`config.mk`:
```
export PLATFORM = sky130hd
export DESIGN_NAME = regfile_2r1w_sb
export DESIGN_NICKNAME = d
export VERILOG_FILES = /design/src/rtl/regfile_pkg.sv /design/src/rtl/regfile_scoreboard.sv /design/src/rtl/regfile_2r1w_sb.sv
export SDC_FILE = /design/constraint.sdc
export NUM_CORES = 2
export LEC_CHECK = 0
export ABC_AREA = 1
export CAP_MARGIN = 20
export CORE_AREA = 2 2 318 320
export DETAILED_ROUTE_END_ITERATION = 6
export DIE_AREA = 0 0 320 322
export PLACE_DENSITY = 0.84
export SETUP_SLACK_MARGIN = 0.05
export SKIP_CTS_REPAIR_TIMING = 1
export SYNTH_ARGS = -nofsm -noshare
export SYNTH_HDL_FRONTEND = slang
export SYNTH_SLANG_ARGS = --single-unit
```
`constraint.sdc`:
```
create_clock -name clk -period 3.81 [get_ports clk]
set_input_delay 0.9525 -clock clk [delete_from_list [all_inputs] [get_ports clk]]
set_output_delay 0.9525 -clock clk [all_outputs]
set_load 0.01 [all_outputs]
```
`src/rtl/regfile_pkg.sv`:
```
`default_nettype none
// +--------------------------------------------------------------------------+
// | Package   : regfile_pkg                                                  |
// | Purpose   : Shared defaults and helpers for the 2R1W register file.      |
// | Revision  : 1.0  initial release                                         |
// +--------------------------------------------------------------------------+
package regfile_pkg;

  localparam int N_DEF     = 32;
  localparam int WORDS_DEF = 32;
  localparam int M_DEF     = 5;
  localparam int R0_IDX    = 0;

  // A read at the address being written this cycle sees the write data.
  function automatic logic bypass_match(input logic bypass_en,
                                        input logic we,
                                        input logic addr_eq);
    return bypass_en && we && addr_eq;
  endfunction

endpackage

`default_nettype wire

```
`src/rtl/regfile_scoreboard.sv`:
```
`default_nettype none
// +--------------------------------------------------------------------------+
// | Module    : regfile_scoreboard                                           |
// | Purpose   : Pending-write bit per register plus per-read-port busy flags.|
// | Revision  : 1.0  initial release                                         |
// +--------------------------------------------------------------------------+
module regfile_scoreboard
  import regfile_pkg::*;
#(
  parameter int WORDS   = WORDS_DEF,
  parameter int M       = M_DEF,
  parameter bit ZERO_R0 = 1'b1,
  parameter bit BYPASS  = 1'b1
) (
  input  logic         clk,
  input  logic         rst_n,
  input  logic         we,
  input  logic [M-1:0] w,
  input  logic         issue,
  input  logic [M-1:0] id,
  input  logic [M-1:0] r1,
  input  logic [M-1:0] r2,
  output logic         busy1,
  output logic         busy2
);

  logic [WORDS-1:0] r_busy;
  logic             w_sel1;
  logic             w_sel2;
  logic             w_is_r0_1;
  logic             w_is_r0_2;

  // Set is evaluated first so a new producer overrides the retiring one.
  always_ff @(posedge clk or negedge rst_n) begin
    if (!rst_n) begin
      r_busy <= '0;
    end else begin
      for (int i = 0; i < WORDS; i++) begin
        if (issue && (id == M'(i)) && !(ZERO_R0 && (i == R0_IDX))) begin
          r_busy[i] <= 1'b1;
        end else if (we && (w == M'(i))) begin
          r_busy[i] <= 1'b0;
        end
      end
    end
  end

  // Address-decoded select: out-of-range addresses fall through to 0.
  always_comb begin
    w_sel1 = 1'b0;
    w_sel2 = 1'b0;
    for (int i = 0; i < WORDS; i++) begin
      if (r1 == M'(i)) w_sel1 = r_busy[i];
      if (r2 == M'(i)) w_sel2 = r_busy[i];
    end
  end

  assign w_is_r0_1 = ZERO_R0 && (r1 == M'(R0_IDX));
  assign w_is_r0_2 = ZERO_R0 && (r2 == M'(R0_IDX));

  assign busy1 = w_sel1 && !w_is_r0_1 && !bypass_match(BYPASS, we, w == r1);
  assign busy2 = w_sel2 && !w_is_r0_2 && !bypass_match(BYPASS, we, w == r2);

endmodule

`default_nettype wire

```
`src/rtl/regfile_2r1w_sb.sv`:
```
`default_nettype none
// +--------------------------------------------------------------------------+
// | Module    : regfile_2r1w_sb                                              |
// | Purpose   : Clocked 2R1W register file, write bypass, pending scoreboard.|
// | Revision  : 1.0  initial release                                         |
// +--------------------------------------------------------------------------+
module regfile_2r1w_sb
  import regfile_pkg::*;
#(
  parameter int N       = N_DEF,
  parameter int WORDS   = WORDS_DEF,
  parameter int M       = M_DEF,
  parameter bit ZERO_R0 = 1'b1,
  parameter bit BYPASS  = 1'b1
) (
  input  logic         clk,
  input  logic         rst_n,
  input  logic [N-1:0] in0,
  input  logic [M-1:0] w,
  input  logic         we,
  input  logic [M-1:0] r1,
  input  logic         re1,
  input  logic [M-1:0] r2,
  input  logic         re2,
  input  logic         issue,
  input  logic [M-1:0] id,
  output logic [N-1:0] out1,
  output logic [N-1:0] out2,
  output logic         busy1,
  output logic         busy2
);

  logic [N-1:0] r_mem [WORDS];
  logic [N-1:0] r_out1;
  logic [N-1:0] r_out2;
  logic [N-1:0] w_rd1;
  logic [N-1:0] w_rd2;
  logic [N-1:0] w_mem1;
  logic [N-1:0] w_mem2;

  always_ff @(posedge clk or negedge rst_n) begin
    if (!rst_n) begin
      for (int i = 0; i < WORDS; i++) begin
        r_mem[i] <= '0;
      end
    end else begin
      for (int i = 0; i < WORDS; i++) begin
        if (we && (w == M'(i)) && !(ZERO_R0 && (i == R0_IDX))) begin
          r_mem[i] <= in0;
        end
      end
    end
  end

  always_comb begin
    w_mem1 = '0;
    w_mem2 = '0;
    for (int i = 0; i < WORDS; i++) begin
      if (r1 == M'(i)) w_mem1 = r_mem[i];
      if (r2 == M'(i)) w_mem2 = r_mem[i];
    end
  end

  // R0 check precedes bypass so a discarded write to R0 never leaks through.
  always_comb begin
    w_rd1 = w_mem1;
    w_rd2 = w_mem2;
    if (ZERO_R0 && (r1 == M'(R0_IDX))) begin
      w_rd1 = '0;
    end else if (bypass_match(BYPASS, we, w == r1)) begin
      w_rd1 = in0;
    end
    if (ZERO_R0 && (r2 == M'(R0_IDX))) begin
      w_rd2 = '0;
    end else if (bypass_match(BYPASS, we, w == r2)) begin
      w_rd2 = in0;
    end
  end

  always_ff @(posedge clk or negedge rst_n) begin
    if (!rst_n) begin
      r_out1 <= '0;
      r_out2 <= '0;
    end else begin
      if (re1) r_out1 <= w_rd1;
      if (re2) r_out2 <= w_rd2;
    end
  end

  assign out1 = r_out1;
  assign out2 = r_out2;

  regfile_scoreboard #(
    .WORDS   (WORDS),
    .M       (M),
    .ZERO_R0 (ZERO_R0),
    .BYPASS  (BYPASS)
  ) u_scoreboard (
    .clk   (clk),
    .rst_n (rst_n),
    .we    (we),
    .w     (w),
    .issue (issue),
    .id    (id),
    .r1    (r1),
    .r2    (r2),
    .busy1 (busy1),
    .busy2 (busy2)
  );

endmodule

`default_nettype wire

```
==> metrics.yaml <==
outcome: "complete, but fails checks"
violations: "design-rule violations, negative setup slack"
multiInputGateArea_um2: 24600
ir_worst_vdd_v: 0.000411
cp-endpoint: "busy2"
initial_core_util_pct: 56.7
timing.hold.ws_ns: 0.301
maxCapViolCount: 0
syn_inst: 8031
mostFrequentLayoutCell: "nand2_1"
cp_max_fo: 8
power_uw: 33000
ant_nets: 0
hp-class: "input port to asynchronous set/reset pin"
p_switching_uw: 10100
finalWirelength_um: 218000
max_freq_mhz: 227
globalplace.congestion: 1.02
seqPwrFrac_pct: 47.2
die_w_um: 320
clkPwrFrac_pct: 36.1
fin_crit_sh_pct: 115
worst-r2r-setup-slack_ns: 0.81
setup_viol: 2
clockBufferDepth: 3
final_cell_mix: "nand2_1 (2946), o21ai_0 (1174), dfrtp_1 (1087)"
worst_setup_path_start_kind: "input port"
final_cells: 9589
path_clk_slew_ns: 0.06
placedCellCount: 9363
static-leakage-power_uw: 0.0309
drtPass1Iterations: 7
grt_pass1_vias: 56500
fp.dieArea_um2: 103000
netlist.area_leader.share_pct: 48.2
rsz0062_at_grt: "true"
switching_share_pct: 30.7
core_area_um2: 99600
finClkSkew_ns: 0.0172
die_height_um: 322
power_density_nw_per_um2: 504
slew_headroom_pct: 33.8
tns_ns: -0.952
drtIter0Drc: 8569
antenna_found_initial: 10
routed_via_density: 6.09
period_minus_slack_ns: 4.40
arrival_ns: 3.44
tightest_slew_ns: 0.992
cp-end-kind: "output port"
fin_ws_ns: -0.587
clock-sinks: 1087
syn_avg_cell_area_um2: 7.03
num_vias: 58400
row_count: 116
wl_per_cell_um: 22.7
cts_tree: "built"
io_buffers: 123
crit_type: "input port to output port"
ys_warn_count: 32
slew_violations: 0
startpoint: "r2[1]"
drc: 4
power.internal_uw: 22900
worstSkewPairLatency_ns: 0.73
grt_pass1_wl_um: 328000
syn-num-nets: 8089
htree_levels: 3
final_core_util_pct: 65.8
cts_made_buffers: 114
fillers: 8355
syn_to_final_growth_pct: 16.0
hold_viol: 0
p_comb_share_pct: 16.7
drive_gt1_share_pct: 8.93
yosys.area.top_type: "dfrtp_1"
r2r_start: "r_mem[967]$_DFFE_PN0P_"
r2r_end: "out2[7]$_DFFE_PN0P_"
r2r_cells: 20
synthTopCellsByArea: "dfrtp_1 (48%), nand2_1 (20%), o21ai_0 (10%)"
overflow: 0
synth_seq_cells: 1087
synth_cell_type_count: 33
root_buffer: "clkbuf_16"
ff_latch_area_um2: 27200
hpwl_um: 150000
ios: 124
layout.nets: 8248
syn-cell-area_um2: 56500
seq_area_frac_synth_pct: 48.2
grt_max_degree: 123
critical_path_required_ns: 2.86
gr-usage-all-layers_pct: 41.9
synth_stat cells (all sizes together):
library cell  number
clkbuf           443
o2111ai            1
nor2             788
clkinv            19
nand3b            27
o22ai              6
nand2           2958
a221oi             2
o21ai           1190
o21bai             5
or2               15
nor3              26
inv              766
a22o              18
nand4            390
xor2               2
o211ai             2
a32o               1
dfrtp           1087
buf               66
a21oi            128
nand3             91
logic make-up (layout without fill, tap and decap cells):
kind of cell | count (synthesis) | in the layout | synth area share [%]
other | 0 | 6 | 0
xor gates and xnor gates | 2 | 2 | 0.0310
buffers and inverters | 1294 | 1548 | 8.74
and+or+nand+nor | 4295 | 4295 | 30.9
AOI/OAI and AO/OA | 1353 | 1353 | 12.2
DFF | 1087 | 1087 | 48.2
cell type report:
cell class                 instances  share of cell area [%]
sequential                      1087                    41.5
multi-input combinational       5650                    37.6
inverter                         785                    4.55
clock buffer                     164                    4.97
tap                             1298                    2.48
timing repair buffer             552                    7.74
antenna                            6                  0.0229
clock inverter                    47                    1.05
through the flow:
stage | instance area (µm²) | worst slack (ns)
after floorplan | 56500 | 0.0534
after global placement | 61200 | -1.38
after detailed placement | 61200 | -1.34
after CTS | 65100 | -1.37
after global routing | 65500 | -0.871
final | 65500 | -0.587
worst max-delay path: stages:
cell,delay [ns]
buf_8,0.12
inv_4,0.05
nor2_2,0.05
nand3_2,0.08
o22ai_1,0.06
nor2_1,0.15
nand4_1,0.10
nor2_1,0.13
nand4_1,0.12
nor2_1,0.14
nand3_1,0.11
nor3_2,0.18
nand4_1,0.17
nor2_1,0.15
nand4_1,0.09
nor2_1,0.11
nand4_1,0.09
nor2_1,0.11
nand4_1,0.10
nand2_2,0.18
inv_2,0.06
buf_6,0.12
worst min-delay path by stage:
stage	cells past startpoint	start	end
after CTS	1	rst_n	r_mem[451]$_DFFE_PN0P_
after global routing	1	rst_n	r_mem[458]$_DFFE_PN0P_
after detailed placement	2	out2[27]$_DFFE_PN0P_	out2[27]$_DFFE_PN0P_
final	1	rst_n	r_mem[458]$_DFFE_PN0P_
after global placement	2	out1[16]$_DFFE_PN0P_	out1[16]$_DFFE_PN0P_
after floorplan	2	r_mem[383]$_DFFE_PN0P_	r_mem[383]$_DFFE_PN0P_
sequential cells by signal, summed over array words and instances (netlist names):
register and count:
r_mem 992, out1 32, out2 32, u_scoreboard.r_busy 31
power by group through the flow:
stage,combinational (µW),sequential (µW),clock [µW]
final,5510,15600,11900
after global routing,6140,15800,12400
after CTS,5360,15500,11900
after detailed placement,5300,15600,0
after global placement,5070,15500,0
after floorplan,3120,15200,0
per-layer routing:
| layer | vias to the layer above | part of all wire, % | track usage, % |
|---|---|---|---|
| met3 | 1026 | 13 | 11.1 |
| met2 | 4315 | 44 | 63.5 |
| met1 | 27400 | 37 | 53.8 |
| met5 | - | 0.11 | 1.61 |
| met4 | 16 | 6.7 | 25.7 |
| li1 | 25700 | - | - |
(Power assumes the default switching activity.)
